[src/rtl/ofdm_pkg.sv]
// rtl/ofdm_pkg.sv - shared defaults, sample type and state encoding for the OFDM cyclic-prefix stripper
//
// Purpose: common definitions imported by ofdm_cp_strip.
//   NFFT_DEF / NCP_DEF / W_DEF : default symbol geometry and sample width
//   sample_t                   : complex sample at the default width
//   state_t                    : stripper FSM states
//   max_int                    : elaboration-time helper for counter sizing
package ofdm_pkg;

    localparam int NFFT_DEF = 128;
    localparam int NCP_DEF  = 16;
    localparam int W_DEF    = 17;

    typedef struct packed {
        logic signed [W_DEF-1:0] re;
        logic signed [W_DEF-1:0] im;
    } sample_t;

    typedef enum logic [1:0] {
        ST_IDLE = 2'd0,
        ST_CP   = 2'd1,
        ST_DATA = 2'd2
    } state_t;

    function automatic int max_int(input int a, input int b);
        return (a > b) ? a : b;
    endfunction

endpackage

[src/rtl/ofdm_cp_strip.sv]
// rtl/ofdm_cp_strip.sv - removes the cyclic prefix from each OFDM symbol and forwards the useful samples
//
// Purpose: per symbol, drop NCP prefix samples and forward the next NFFT samples with one cycle latency.
// Ports:
//   Clk        in   clock, rising edge
//   Reset      in   asynchronous active-low reset
//   InValid    in   input sample strobe
//   InSymStart in   first CP sample of a symbol (qualified by InValid)
//   InR, InI   in   W-bit signed sample components
//   Pushin     out  forwarded-sample strobe
//   FirstData  out  first forwarded sample of a symbol
//   DinR, DinI out  forwarded sample, held between pushes
//   SymErr     out  one-cycle pulse when a symbol is restarted mid-flight
//   SymCount   out  completed-symbol counter, wraps at 16 bits
module ofdm_cp_strip
    import ofdm_pkg::*;
#(
    parameter int NFFT = NFFT_DEF,
    parameter int NCP  = NCP_DEF,
    parameter int W    = W_DEF
) (
    input  logic         Clk,
    input  logic         Reset,
    input  logic         InValid,
    input  logic         InSymStart,
    input  logic [W-1:0] InR,
    input  logic [W-1:0] InI,
    output logic         Pushin,
    output logic         FirstData,
    output logic [W-1:0] DinR,
    output logic [W-1:0] DinI,
    output logic         SymErr,
    output logic [15:0]  SymCount
);

    localparam int CW = $clog2(max_int(NFFT, NCP) + 1);

    localparam logic [CW-1:0] C_ZERO      = '0;
    localparam logic [CW-1:0] C_ONE       = CW'(1);
    localparam logic [CW-1:0] C_CP_LAST   = CW'(NCP - 1);
    localparam logic [CW-1:0] C_DATA_LAST = CW'(NFFT - 1);

    state_t        r_state;
    state_t        w_state_nxt;
    logic [CW-1:0] r_cnt;
    logic [CW-1:0] w_cnt_nxt;
    logic          w_push;
    logic          w_first;
    logic          w_err;
    logic          w_done;

    always_ff @(posedge Clk or negedge Reset) begin
        if (!Reset) begin
            r_state <= ST_IDLE;
            r_cnt   <= C_ZERO;
        end else begin
            r_state <= w_state_nxt;
            r_cnt   <= w_cnt_nxt;
        end
    end

    // In CP the counter holds the number of prefix samples already consumed;
    // in DATA it holds the index of the next useful sample.
    always_comb begin
        w_state_nxt = r_state;
        w_cnt_nxt   = r_cnt;
        w_push      = 1'b0;
        w_first     = 1'b0;
        w_err       = 1'b0;
        w_done      = 1'b0;
        if (InValid) begin
            if (InSymStart) begin
                // A start marker always begins a fresh symbol; outside IDLE the
                // symbol in flight is abandoned and flagged.
                w_err = (r_state != ST_IDLE);
                if (NCP == 0) begin
                    w_push  = 1'b1;
                    w_first = 1'b1;
                    if (NFFT == 1) begin
                        w_done      = 1'b1;
                        w_state_nxt = ST_IDLE;
                        w_cnt_nxt   = C_ZERO;
                    end else begin
                        w_state_nxt = ST_DATA;
                        w_cnt_nxt   = C_ONE;
                    end
                end else if (NCP == 1) begin
                    w_state_nxt = ST_DATA;
                    w_cnt_nxt   = C_ZERO;
                end else begin
                    w_state_nxt = ST_CP;
                    w_cnt_nxt   = C_ONE;
                end
            end else begin
                case (r_state)
                    ST_IDLE: begin
                        w_state_nxt = ST_IDLE;
                    end
                    ST_CP: begin
                        if (r_cnt == C_CP_LAST) begin
                            w_state_nxt = ST_DATA;
                            w_cnt_nxt   = C_ZERO;
                        end else begin
                            w_cnt_nxt = r_cnt + C_ONE;
                        end
                    end
                    ST_DATA: begin
                        w_push  = 1'b1;
                        w_first = (r_cnt == C_ZERO);
                        if (r_cnt == C_DATA_LAST) begin
                            w_done      = 1'b1;
                            w_state_nxt = ST_IDLE;
                            w_cnt_nxt   = C_ZERO;
                        end else begin
                            w_cnt_nxt = r_cnt + C_ONE;
                        end
                    end
                    default: begin
                        w_state_nxt = ST_IDLE;
                        w_cnt_nxt   = C_ZERO;
                    end
                endcase
            end
        end
    end

    always_ff @(posedge Clk or negedge Reset) begin
        if (!Reset) begin
            Pushin    <= 1'b0;
            FirstData <= 1'b0;
            SymErr    <= 1'b0;
            DinR      <= '0;
            DinI      <= '0;
            SymCount  <= 16'd0;
        end else begin
            Pushin    <= w_push;
            FirstData <= w_first;
            SymErr    <= w_err;
            if (w_push) begin
                DinR <= InR;
                DinI <= InI;
            end
            if (w_done) begin
                SymCount <= SymCount + 16'd1;
            end
        end
    end

endmodule
[config.mk]
export PLATFORM = sky130hd
export DESIGN_NAME = ofdm_cp_strip
export DESIGN_NICKNAME = d
export VERILOG_FILES = /design/src/rtl/ofdm_pkg.sv /design/src/rtl/ofdm_cp_strip.sv
export SDC_FILE = /design/constraint.sdc
export NUM_CORES = 1
export LEC_CHECK = 0
export ABC_AREA = 0
export CAP_MARGIN = 30
export CORE_ASPECT_RATIO = 1.5
export CORE_MARGIN = 1
export CORE_UTILIZATION = 39
export CTS_BUF_LIST = sky130_fd_sc_hd__clkbuf_8
export CTS_CLUSTER_DIAMETER = 40
export DETAILED_ROUTE_END_ITERATION = 16
export HOLD_SLACK_MARGIN = 0.05
export PLACE_DENSITY = 0.78
export RECOVER_POWER = 100
export SETUP_SLACK_MARGIN = 0.4
export SYNTH_ARGS = -nofsm -noshare
export SYNTH_HDL_FRONTEND = slang
export SYNTH_SLANG_ARGS = --single-unit
[constraint.sdc]
create_clock -name Clk -period 3.35 [get_ports Clk]
set_input_delay 0.67 -clock Clk [delete_from_list [all_inputs] [get_ports Clk]]
set_output_delay 0.67 -clock Clk [all_outputs]
set_load 0.1 [all_outputs]
# Word-level counts from Yosys, hierarchy flattened
# Index checks and enable logic that the tools add are counted.
[totals]
ff_bits = 63
latch_bits = 0
ram_bits = 0
mem_bits_ro = 0
inputBits = 38
output_inout_bits = 53
word_cells = 42
memories = 0
[classes]
n_addsub = 2
mul = 0
n_div = 0
n_lt_le_gt_ge = 0
eq_ne = 7
shifts = 0
muxes = 20
n_bitwise = 0
reduce_logical = 5
[op_table]
columns = ["op", "n"]
rows = [
  ["2-to-1 mux 8 bit", 3],
  ["one-hot mux 8 bit (3 select lines)", 1],
  ["adder 16 x 1 -> 16 bit, second input constant", 1],
  ["2-to-1 mux 1 bit", 12],
  ["adder 8 x 1 -> 8 bit, second input constant", 1],
  ["equality test 8 x 4 -> 1 bit, second input constant", 1],
  ["equality test 8 x 7 -> 1 bit, second input constant", 1],
  ["logical NOT 8 bit", 1],
  ["2-to-1 mux 2 bit", 3],
  ["inequality test 3 bit, second input constant", 2],
  ["one-hot mux 2 bit (2 select lines)", 1],
  ["AND reduction 3 bit", 1],
  ["equality test 2 x 1 -> 1 bit, second input constant", 1],
  ["equality test 2 bit, second input constant", 1],
  ["logical NOT 2 bit", 1],
  ["inequality test 2 bit, second input constant", 1],
  ["AND reduction 2 bit", 1],
  ["nonzero test 2 bit", 1],
]

# Logic depth before layout (Yosys ltp)
# Gate-level depths: netlist of the first run.
[logic_depth]
depth_word = 5
ltp_mapped = 9
depth_no_buf = 7

# Worst setup path before layout of the first run
# No wires, ideal clock.
[synth_timing]
path_kind = "input to register"
startpoint = "input InSymStart"
endpoint = "register SymCount[9]"
setup_time_ns = 0.159
t_arrival_ns = 1.906
t_required_ns = 3.191
path_slack_ns = 1.286
stages = 7
n_path_buf = 2
cell_sequence = "nand3b_1 -> buf_4 -> nor3_4 -> and4_1 -> buf_4 -> nand4_1 -> xnor2_1"
[synth_between]
elab_chain_cells = 2
[synth_rtl]
columns = ["element", "line", "rtl"]
rows = [
  ["start, declared", "ofdm_cp_strip.sv:25", "input logic InSymStart,"],
  ["2-to-1 mux 1 bit", "ofdm_cp_strip.sv:72", "if (InSymStart) begin"],
  ["2-to-1 mux 1 bit", "ofdm_cp_strip.sv:71", "if (InValid) begin"],
  ["end signal, assigned", "ofdm_cp_strip.sv:144", "SymCount <= SymCount + 16'd1;"],
  ["end, declared", "ofdm_cp_strip.sv:33", "output logic [15:0] SymCount"],
]
# Every way passes these cells.
# A chain may end at the register's enable or synchronous reset.

# Final worst setup path of the first run
[layout_timing]
startpoint = "input InValid"
endpoint = "register r_cnt[5]"
[layout_between]
elab_chain_cells = 1
[layout_rtl]
columns = ["element", "line", "rtl"]
rows = [
  ["start, declared", "ofdm_cp_strip.sv:24", "input logic InValid,"],
  ["AND reduction 2 bit (no source line)", "-", ""],
  ["end signal, assigned", "ofdm_cp_strip.sv:58", "r_cnt <= w_cnt_nxt;"],
  ["end, declared", "ofdm_cp_strip.sv:45", "logic [CW-1:0] r_cnt;"],
]
# Every way passes these cells.

==> results.json, run 1 <==
{
  "synth_area_mm2": 0.00273,
  "postSynthRegisterBits": 63,
  "dr_total_vias": 2355,
  "yosysUniqueCellTypes": 39,
  "htreeDepth": 3,
  "area_delta_synth_final_pct": 31.2,
  "regToRegEndpoint": "r_cnt[5]",
  "synth_top_area_share_pct": 57.7,
  "violations": "max-capacitance violations, max-slew violations",
  "n_antenna_cell": 0,
  "hold_class": "reg -> reg",
  "run_status": "finished, violations left",
  "synthTopCellsByArea": "dfrtp_1, nand2_1, xnor2_1",
  "wl_per_cell_um": 13.8,
  "track_usage_pct": 18.4,
  "overflow": 0,
  "cts_root_buf": "clkbuf_8",
  "portBuffers": 90,
  "clock_latency_ps": 330,
  "grt_pass1_wl_mm": 10.7,
  "drv_cap": 1,
  "rsz0062_at_grt": "no",
  "cp-start-kind": "primary input",
  "gp_congestion": 0.788,
  "wl_met3_um": 379,
  "dieArea_mm2": 0.00735,
  "ant_nets": 0,
  "timing.final.crit_share_pct": 76.3,
  "core_mm2": 0.00681,
  "final-setup-viol-count": 0,
  "syn_avg_cell_area_um2": 9.65,
  "dr.pass1.iters": 5,
  "slew_violations": 43,
  "cp_top_family": "compound AO/OA/AOI/OAI gates",
  "syn_inst": 283,
  "clk_pin_slew_ps": 70,
  "cts_resized": 0,
  "fmax_mhz": 391,
  "ios": 91,
  "cts.sinks": 63,
  "leakagePower_nw": 1.79,
  "hp-start": "DinR[13]",
  "rrSetupSlack_ps": 1060,
  "slew_headroom_pct": -48.4,
  "placed_cell_area_mm2": 0.00358,
  "cpPeakStageDelay_ps": 760,
  "grt_pass1_vias": 2351,
  "wl_met1_mm": 2.60,
  "die_x_um": 70.3,
  "wirelength_mm": 6.33,
  "antenna_found_initial": 0,
  "synth_seq_area_share_pct": 57.7,
  "end_kind": "flip-flop",
  "multi_input_area_mm2": 0.00107,
  "path_max_fanout": 8,
  "reg2reg_depth": 7,
  "max-vdd-ir-drop_mv": 0.331,
  "pwr_density_cell_mw_per_mm2": 558,
  "nets": 420,
  "dr_wl_met2_mm": 3.19,
  "drive_above_1_share_pct": 6.04,
  "crit_arrival_ps": 2810,
  "min_to": "DinR[13]",
  "hold_buffers": 0,
  "crit_chain": "dlygate4sd3_1 > o21ai_0 > a211oi_1 > nand4_1 > mux2i_1",
  "path_depth": 5,
  "min_path_cells": 2,
  "syn_nets": 327,
  "utilization_pct": 52.6,
  "tightest_slew_ps": 2230,
  "fin_skew_ps": 3.61,
  "fin_tns_setup_ps": 0,
  "cp_slowest_cell": "a211oi_1",
  "top_layer": "met4",
  "r2r_start": "r_state[1]",
  "hold_violations": 0,
  "num-fill-cells": 673,
  "drt_iter0_drc": 223,
  "rows": 37,
  "fin_area_mm2": 0.00358,
  "layout_min_cycle_time_ps": 2560,
  "required_ps": 3600,
  "synth_top_area_cell": "dfrtp_1",
  "path_buf_inv": 1,
  "vias_per_cell": 5.13,
  "register_area_mm2": 0.00158,
  "worstSetupPathType": "in -> reg",
  "cts-buffers-inserted": 9,
  "cts_tree": "done",
  "dp_hpwl_mm": 4.55,
  "die_h_um": 104,
  "cts_max_path_buffers": 2,
  "final_cell_mix": "nand2_1, dfrtp_1, clkbuf_1, clkdlybuf4s50_1, xnor2_1",
  "final_common_cell": "nand2_1",
  "post_cts.repair.setup_buffers": 0,
  "start_util_pct": 40.1,
  "drc_errors": 0,
  "ys.warnings.count": 0,
  "grt_max_degree": 43
}
-- cell families (layout without fill, tap and decap cells) --
family / count (synthesis) / after routing / synth area share, %
adders and majority gates: 6 / 6 / 2.75
muxes: 2 / 2 / 0.779
buffers and inverters: 20 / 118 / 3.07
AOI/OAI and AO/OA: 21 / 21 / 5.41
and+or+nand+nor: 156 / 156 / 25.4
xor gates and xnor gates: 15 / 15 / 4.81
DFF: 63 / 63 / 57.7
-- cells in the mapped netlist, drive strengths merged --
library cell,instances
a211oi,1
a21o,3
a21oi,4
a22o,4
a41oi,1
and2,1
and3,5
and4,3
buf,2
clkbuf,9
clkinv,1
dfrtp,63
ha,6
inv,8
mux2,1
mux2i,1
nand2,114
nand2b,1
nand3,11
nand3b,2
nand4,6
nand4b,1
nor2,4
nor2b,1
nor3,3
nor4,1
nor4b,1
o21ai,6
o21bai,1
o32ai,1
or2,1
or4,1
xnor2,14
xor2,1
-- metrics by stage --
step           hold WS [ps]  setup slack (ps)  total power [mW]  instances
6_report                472               793              2.00        459
5_1_grt                 505               635              2.09        459
4_1_cts                 478               836              2.06        459
3_5_place_dp            464               682              1.48        443
3_3_place_gp            456               738              1.47        443
2_1_floorplan           374              1290              1.30        283
-- worst max path at each step --
stage,from,endpoint,slack [ps]
after floorplan,InSymStart,SymCount[9],1290
after global placement,InSymStart,SymCount[15],740
after detailed placement,InSymStart,SymCount[9],680
after CTS,DinR[3],DinR[3],840
after global routing,InValid,DinR[3],630
final,InValid,r_cnt[5],790
-- state kept, by name, indices dropped and copies added, names as in the netlist --
name,count
DinR,17
FirstData,1
DinI,17
SymErr,1
r_state,2
r_cnt,8
SymCount,16
Pushin,1
-- metal layers --
layer,vias up,GRT usage [%]
met5,-,0
met4,0,8.29
met3,17,5.04
met2,84,30.7
met1,1141,21.6
li1,1113,-
-- area by class of cell --
cell class	instances	share of cell area (%)
Timing Repair Buffer	93	17.5
Clock buffer	11	4.23
Sequential cell	63	44.0
Multi-Input combinational cell	200	29.9
Clock inverter	5	0.699
Tap cell	78	2.73
Inverter	9	0.943
-- worst reg2reg max path: stages, from the launching register on --
cell      delay [ps]
dfrtp_1          390
inv_1            100
ha_1             180
inv_1            100
o21ai_0          340
a211oi_1         760
nand4_1          170
mux2i_1          170
-- power breakdown --
part / internal (mW) / switching, mW
sequential: 0.816 / 0.0353
combinational: 0.107 / 0.463
clock: 0.301 / 0.276
total: 1.22 / 0.774
(Power assumes the default switching activity.)
==> inputs of run 2 (changes only) <==
--- a/config.mk
+++ b/config.mk
@@ -14,7 +14,7 @@
 export CTS_CLUSTER_DIAMETER = 40
 export DETAILED_ROUTE_END_ITERATION = 16
 export HOLD_SLACK_MARGIN = 0.05
-export PLACE_DENSITY = 0.78
+export PLACE_DENSITY = 0.81
 export RECOVER_POWER = 100
 export SETUP_SLACK_MARGIN = 0.4
 export SYNTH_ARGS = -nofsm -noshare
==> constraint.sdc (replaced) <==
create_clock -name Clk -period 2.15 [get_ports Clk]
set_input_delay 0.43 -clock Clk [delete_from_list [all_inputs] [get_ports Clk]]
set_output_delay 0.43 -clock Clk [all_outputs]
set_load 0.1 [all_outputs]
==> results.json, run 2 (synthesis results as in run 1) <==
{
  "vias_per_cell": 5.03,
  "cts.sinks": 63,
  "final-setup-viol-count": 0,
  "drv_cap": 1,
  "setup_slack_ps": 255,
  "r2r_start": "r_cnt[1]",
  "power.share.sequential_pct": 38.2,
  "top_usage_layer": "met2",
  "slew_headroom_pct": -3.01,
  "clock_latency_ps": 340,
  "crit_chain": "ha_4 > nand4b_1 > o21ai_0 > buf_4 > a21oi_1 > a21o_1 > a22o_1",
  "pwr-share-clk_pct": 33.9,
  "fmax_mhz": 528,
  "cp_slowest_cell": "dfrtp_1",
  "cp_top_family": "compound AO/OA/AOI/OAI gates",
  "drive_above_1_share_pct": 26.7,
  "grt_pass1_vias": 2364,
  "nets": 444,
  "n_antenna_cell": 0,
  "area_delta_synth_final_pct": 42.9,
  "reg2reg_depth": 7,
  "die_h_um": 104,
  "wirelength_mm": 7.05,
  "worstSetupPathType": "reg -> reg",
  "required_ps": 2360,
  "clk_pin_slew_ps": 70,
  "cts-buffers-inserted": 9,
  "tightest_slew_ps": 1550,
  "hold_buffers": 0,
  "final_cell_mix": "nand2_1, clkbuf_2, dfrtp_1, clkdlybuf4s50_1, buf_4",
  "fin_tns_setup_ps": 0,
  "rrSetupSlack_ps": 260,
  "dr_total_vias": 2431,
  "ios": 91,
  "use_met3_pct": 5.52,
  "grt_pass1_wl_mm": 11.1,
  "max-vdd-ir-drop_mv": 0.381,
  "drc_errors": 0,
  "htreeDepth": 3,
  "cts_max_path_buffers": 2,
  "dieArea_mm2": 0.00735,
  "top_regs": "DinI (17), DinR (17), SymCount (16)",
  "rows": 37,
  "end_kind": "flip-flop",
  "gp_congestion": 0.765,
  "run_status": "finished, violations left",
  "leakagePower_nw": 2.08,
  "path_buf_inv": 1,
  "start_util_pct": 40.1,
  "regToRegEndpoint": "r_cnt[6]",
  "dp_hpwl_mm": 4.68,
  "slew_violations": 64,
  "layout_min_cycle_time_ps": 1890,
  "cp-start-kind": "flip-flop",
  "num-fill-cells": 599,
  "post-place-ws_ps": 32.8,
  "endpoint": "r_cnt[6]",
  "ant_nets": 0,
  "grt_use_met1_pct": 20.9,
  "cpPeakStageDelay_ps": 390,
  "hold_class": "reg -> reg",
  "antenna_found_initial": 0,
  "pwr_density_cell_mw_per_mm2": 890,
  "violations": "max-capacitance violations, max-slew violations",
  "drt_iter0_drc": 178,
  "timing.final.crit_share_pct": 88.1,
  "final_common_cell": "nand2_1",
  "netSwitchingFraction_pct": 35.6,
  "portBuffers": 90,
  "cts_tree": "done",
  "wl_per_cell_um": 14.6,
  "dr.pass1.iters": 5,
  "die_x_um": 70.3,
  "rsz0062_at_grt": "yes",
  "track_usage_pct": 19.5,
  "crit_arrival_ps": 2110,
  "fin_skew_ps": 12.8,
  "path_depth": 7,
  "crit_path_start": "r_cnt[1]",
  "grt_max_degree": 64,
  "core_mm2": 0.00681,
  "path_max_fanout": 5,
  "cts_root_buf": "clkbuf_8",
  "power_frac_comb_pct": 27.9,
  "overflow": 0,
  "grt_use_met2_pct": 34.4,
  "hold_violations": 0,
  "power.internal_mw": 2.23,
  "switchingPower_mw": 1.24
}
[run 2: how the worst min path moves through the flow]
| stage | end | startpoint | cells after the start | slack, ps |
|---|---|---|---|---|
| floorplan | DinI[0] | Reset | 0 | 130 |
| global placement | DinI[10] | DinI[10] | 2 | 460 |
| detailed placement | DinI[11] | Reset | 2 | 470 |
| CTS | DinI[10] | Reset | 2 | 100 |
| global route | SymCount[15] | SymCount[15] | 1 | 500 |
| finish | DinR[13] | DinR[13] | 2 | 480 |
[run 2: layout make-up]
class                           count  area [µm²]  area share (%)
Clock buffer                       12         165            4.23
Sequential cell                    63        1590            40.7
Multi-Input combinational cell    201        1110            28.6
Clock inverter                      4        68.8            1.76
Inverter                            9        33.8           0.866
Timing Repair Buffer              116         833            21.4
Tap cell                           78        97.6            2.50
[run 2: tightest hold or removal path: cells and delay by family, from the launching register on]
family	cells	cell delay, ps
simple gates	2	100
flops	1	340
[run 2: per-stage QoR]
| step | total power [mW] | std cells | instance area [µm²] | hold slack, ps | util, % |
|---|---|---|---|---|---|
| after detailed placement | 2.31 | 449 | 3640 | 466 | 53.5 |
| after global routing | 3.62 | 483 | 3900 | 503 | 57.3 |
| after CTS | 3.53 | 472 | 3970 | 98.7 | 58.3 |
| after global placement | 2.30 | 449 | 3640 | 459 | 53.5 |
| after floorplan | 2.03 | 283 | 2750 | 134 | - |
| final | 3.47 | 483 | 3900 | 478 | 57.3 |
[run 2: power groups by stage]
stage	clock network (mW)	registers (mW)	logic, mW
2_1_floorplan	0	1.89	0.146
3_3_place_gp	0	1.35	0.949
3_5_place_dp	0	1.35	0.959
4_1_cts	1.20	1.33	1.01
5_1_grt	1.26	1.34	1.02
6_report	1.18	1.33	0.970
[run 2: repair_timing]
| item | CTS | global route |
|---|---|---|
| endpoints found under the setup margin | 56 | 50 |
| buffers inserted | 6 | 10 |
| resized for setup | 10 | 7 |
| pin swaps | 5 | 10 |
| cloned | 1 | 1 |
[run 2: routing by layer]
| layer | routed length (µm) | up-vias |
|---|---|---|
| li1 | - | 1165 |
| met1 | 2630 | 1167 |
| met2 | 3890 | 84 |
| met3 | 378 | 15 |
| met4 | 149 | 0 |
| met5 | 0 | - |
==> inputs of run 3 (changes only) <==
--- a/config.mk
+++ b/config.mk
@@ -6,15 +6,17 @@
 export NUM_CORES = 1
 export LEC_CHECK = 0
 export ABC_AREA = 0
+export ABC_CLOCK_PERIOD_IN_PS = 2150
 export CAP_MARGIN = 30
 export CORE_ASPECT_RATIO = 1.5
 export CORE_MARGIN = 1
-export CORE_UTILIZATION = 39
+export CORE_UTILIZATION = 25
 export CTS_BUF_LIST = sky130_fd_sc_hd__clkbuf_8
 export CTS_CLUSTER_DIAMETER = 40
 export DETAILED_ROUTE_END_ITERATION = 16
+export DONT_BUFFER_PORTS = 1
 export HOLD_SLACK_MARGIN = 0.05
-export PLACE_DENSITY = 0.81
+export PLACE_DENSITY = 0.48
 export RECOVER_POWER = 100
 export SETUP_SLACK_MARGIN = 0.4
 export SYNTH_ARGS = -nofsm -noshare
==> results.json, run 3 (synthesis results as in run 1) <==
{
  "antenna_found_initial": 0,
  "hold_violations": 63,
  "post-place-ws_ps": 204,
  "wirelength_mm": 7.31,
  "dr.pass1.iters": 4,
  "wl_per_cell_um": 14.5,
  "path_max_fanout": 5,
  "top_layer": "met4",
  "pwr_density_cell_mw_per_mm2": 858,
  "timing.final.crit_share_pct": 88.4,
  "cts.sinks": 63,
  "track_usage_pct": 12.7,
  "clk_pin_slew_ps": 70,
  "wl_met3_um": 489,
  "core_mm2": 0.0106,
  "worstSetupPathType": "reg -> reg",
  "final-setup-viol-count": 0,
  "ios": 91,
  "drv_cap": 0,
  "portBuffers": 0,
  "grt_max_degree": 64,
  "htreeDepth": 3,
  "start_util_pct": 25.8,
  "fin_skew_ps": 6.97,
  "worst_hold_slack_ps": -222,
  "cts-buffers-inserted": 9,
  "vias_per_cell": 4.41,
  "wl_met1_mm": 2.76,
  "cts_max_path_buffers": 2,
  "utilization_pct": 33.1,
  "fmax_mhz": 526,
  "die_x_um": 87.3,
  "r2r_start": "r_cnt[5]",
  "drc_errors": 0,
  "dieArea_mm2": 0.0114,
  "rrSetupSlack_ps": 250,
  "dr_wl_met2_mm": 3.84,
  "cts_tree": "done",
  "setup_slack_ps": 249,
  "hold_class": "in -> async",
  "crit_arrival_ps": 2130,
  "fin_area_mm2": 0.00350,
  "violations": "negative hold slack",
  "cts_root_buf": "clkbuf_8",
  "final_common_cell": "nand2_1",
  "slew_violations": 0,
  "tightest_slew_ps": 630,
  "run_status": "finished, violations left",
  "nets": 401,
  "rsz0062_at_grt": "yes",
  "clock_latency_ps": 340,
  "final_cell_mix": "nand2_1, dfrtp_1, clkbuf_2, xnor2_1",
  "grt_pass1_wl_mm": 10.9,
  "required_ps": 2380,
  "regToRegEndpoint": "r_cnt[6]",
  "placed_cell_area_mm2": 0.00332,
  "die_h_um": 130,
  "end_kind": "flip-flop",
  "max-vdd-ir-drop_mv": 0.208,
  "dp_hpwl_mm": 4.81,
  "area_delta_synth_final_pct": 28.3,
  "fin_tns_setup_ps": 0,
  "grt_pass1_vias": 2263,
  "dr_total_vias": 2227,
  "ant_nets": 0,
  "top_regs": "DinI (17), DinR (17), SymCount (16)",
  "slew_headroom_pct": 58.0,
  "gp_congestion": 0.803,
  "n_antenna_cell": 0,
  "overflow": 0,
  "layout_min_cycle_time_ps": 1900,
  "drive_above_1_share_pct": 28.0,
  "drt_iter0_drc": 58,
  "cp-start-kind": "flip-flop",
  "leakagePower_nw": 1.86,
  "rows": 46,
  "reg2reg_depth": 5
}
[run 3: cell types whose count changed in the layout (fill, tap and decap cells not counted), moves of 2 or more]
cell,previous run,this run
inv_1,9,11
bufinv_16,2,0
nand3_2,0,2
buf_4,16,11
clkbuf_8,12,9
nand3_1,11,9
clkdlybuf4s50_1,36,0
[run 3: critical path, cell delays in order, from the launching register on]
cell	delay (ps)
dfrtp_1	380
or4_1	630
o21ai_4	190
a21oi_1	170
a21o_1	210
a22o_1	210
[run 3: cell type report]
type	instances	area (µm²)
well taps	144	180
repair buffers	73	422
clock inverters	6	25.0
multi-input cells	201	1130
flip-flops and latches	63	1590
fillers	1141	7090
clock buffers	9	124
inverters	9	35.0
[run 3: metal layers]
metal | global-route usage, % | up-vias
met2 | 22.6 | 72
met5 | 0 | -
li1 | - | 1084
met4 | 7.04 | 0
met3 | 4.30 | 17
met1 | 12.8 | 1054
[run 3: stage by stage]
step | cells | power [mW] | hold WS [ps]
after CTS | 498 | 3.09 | -242
after floorplan | 283 | 2.03 | 134
after global routing | 505 | 3.15 | -244
after detailed placement | 475 | 2.21 | 136
after global placement | 475 | 2.20 | 136
final | 505 | 3.00 | -222
[run 3: power breakdown]
group	switching, mW	internal [mW]
registers	0.0359	1.27
clock network	0.430	0.391
logic	0.729	0.147
total	1.20	1.81
[run 3: worst max path at each step]
stage,from,to,slack (ps),cells past startpoint
3_5_place_dp,r_cnt[0],SymCount[15],200,6
2_1_floorplan,r_cnt[0],SymCount[13],250,7
3_3_place_gp,r_cnt[0],r_cnt[5],250,7
6_report,r_cnt[5],r_cnt[6],250,5
5_1_grt,r_cnt[5],r_cnt[6],170,5
4_1_cts,r_cnt[0],r_cnt[5],390,7
[run 3: timing repair]
item                                   in CTS  in global routing
endpoints found under the hold margin      63                 63
resized for setup                           8                 18
pin swaps                                   6                  8
gates cloned                                0                  2
setup endpoints to repair                  51                 51
buffers inserted                            8                  5
==> patch: new RTL, settings of run 3 <==
Encoding of `state_t`: now one-hot (3 bits for 3 states).
--- a/src/rtl/ofdm_pkg.sv
+++ b/src/rtl/ofdm_pkg.sv
@@ -17,8 +17,8 @@
     } sample_t;
 
-    typedef enum logic [1:0] {
-        ST_IDLE = 2'd0,
-        ST_CP   = 2'd1,
-        ST_DATA = 2'd2
+    typedef enum logic [2:0] {
+        ST_IDLE = 3'b001,
+        ST_CP   = 3'b010,
+        ST_DATA = 3'b100
     } state_t;
 
Behaviour: no difference found for any inputs over 10 cycles, from zero or initial values and one cycle with Reset low; not proved beyond that.
==> patch against run 3 <==
The run still ends with hold timing left; worst hold slack lost 0.0021 ns; sequential share of layout area fell by 0.15 points; synthesized area up 5.1%; design area grew 2.1%; sequential cell count up 1; count of clock-buffer cells in the layout unchanged; final cell count fell by 13%; wire length decreased by 5.5%; setup slack got worse by 0.11 ns; highest routed layer unchanged.
Power is not compared: it rests on default switching activity, and its combinational part moved more than twofold at a synthesized area within 25%.
==> patch: results (changes against run 3) <==
stage	metric	value	unit	change
route	finalWirelength	6910	um	-5.5%
final_layout	top_regs	DinI x17, DinR x17, SymCount x16		
grt	first_global_vias	2151		-4.9%
grt	grt_pass1_wl	10700	um	-1.0%
route	drt_iter0_drc	30		-48%
timing	finClkSkew	0.00718	ns	+0.000203 ns
worst_setup_path	worstPathMaxFanout	3		-2
worst_setup_path	slowest_stage	or4b_4		
final_layout	n_antenna_cell	0		unchanged
clocking	clk_latency	0.34	ns	about the same
worst_hold_path	hp-class	in -> async		
clocking	cts_max_path_buffers	2		unchanged
power_and_ir_drop	p_switching	560	uW	
synthesis	synthTopCellsByArea	dfrtp_1 55%, mux2_2 13%, nand2_1 2.7%		
power_and_ir_drop	ir_drop	0.224	mV	
power_and_ir_drop	p_clk_share	42.5	%	
timing	hold_slack	-0.224	ns	-0.00213 ns
power_and_ir_drop	power.leakage	0.00172	uW	
route	wl_met3	256	um	-48%
grt	grt_usage	12.1	%	-0.53 points
placed_design	place_hpwl	4880	um	+1.4%
final_layout	layout-drive-gt1-share	38.5	%	+11 points
placed_design	io_buffers	0		unchanged
route	drt_pass1_iterations	4		unchanged
route	top_layer	met4		
worst_setup_path	r2r_start	r_state[0]		
grt	grt_max_degree	65		+1.6%
final_layout	fillers	1139		-0.18%
synthesis	synth_fp_nets	283		-13%
synthesis	synth.distinct_cells	42		+7.7%
grt	grt_use_met1	12.5	%	-0.33 points
worst_setup_path	slowest_delay	0.51	ns	-0.12 ns
worst_setup_path	arrival	2.27	ns	+0.14 ns
synthesis	yosysSeqAreaShare	55.9	%	-1.9 points
worst_setup_path	r2r_end	SymCount[7]		
worst_setup_path	crit_family	simple AND/OR/NAND/NOR gates		
placed_design	gp_congestion	0.789		-1.8%
run_status	outcome	finished with violations		
grt	met2_usage	21.5	%	-1.0 points
timing	maxSlewHeadroom	38.6	%	-19 points
route	wl_met2	3880	um	+1.0%
clocking	clkSlewWorstSetupHoldPaths	0.07	ns	about the same
timing	hold_viol	64		+1.6%
route	via_per_inst	4.68		+6.2%
worst_setup_path	rrSetupSlack	0.14	ns	-0.11 ns
synthesis	synth_common_cells	63 x dfrtp_1, 34 x mux2_2, 21 x nand2_1		
final_layout	fin_nets	327		-18%
route	met1_length	2620	um	-4.9%
run_status	violations	hold timing		
grt	use_met3	3.35	%	-0.96 points
placed_design	placed_area	0.00339	sq mm	+2.0%
## patch: cell types whose count changed in the layout (fill, tap and decap cells not counted), moves of 4 or more
cell / change
o21ai_0: +5
mux2_2: +33
nand2_1: -94
nor4_4: +4
nand3_1: +4
xor2_1: +6
nor4_1: +4
o211ai_1: +5
clkbuf_2: -34
xnor2_1: -6
## patch: stage by stage
stage | std cells | worst slack, ns | power [uW] | utilization (%)
finish | 438 | 0.139 | 2350 | 32.2
CTS | 432 | 0.163 | 2400 | 32.7
global route | 438 | 0.0497 | 2480 | 32.2
detailed placement | 411 | 0.0497 | 1370 | 30.5
floorplan | 242 | 0.0145 | 1340 | -
global placement | 411 | 0.0812 | 1370 | 30.5
## patch: logic make-up after synthesis
logic type | Yosys count | share of synthesized area [%]
AO/OA/AOI/OAI | 34 | 8.16
XOR/XNOR | 15 | 4.58
adder cells (fa/ha/maj) | 3 | 1.31
buffers and inverters | 17 | 2.57
flip-flops | 64 | 55.9
multiplexers | 34 | 13.3
AND/OR/NAND/NOR | 75 | 14.2
## patch: layout make-up
cell class	instances	share of cell area (%)
clock inverter	7	1.75
multi-input combinational	162	37.0
sequential	64	45.2
timing repair buffer	41	6.62
tap	147	5.15
clock buffer	9	3.47
inverter	8	0.840
## patch: power by group through the flow
stage | sequential [uW] | clock [uW] | combinational [uW]
final | 1230 | 999 | 127
after global routing | 1230 | 1110 | 141
after CTS | 1230 | 1050 | 125
after detailed placement | 1250 | 0 | 124
after global placement | 1250 | 0 | 123
after floorplan | 1260 | 0 | 76.7
## patch: timing repair
item                                    in CTS  in global routing
gates resized for setup                      7                 20
endpoints found under the hold margin       64                 64
cloned                                       1                  0
pin swaps                                    4                  5
endpoints found under the setup margin      24                 61
buffers inserted                             4                  6
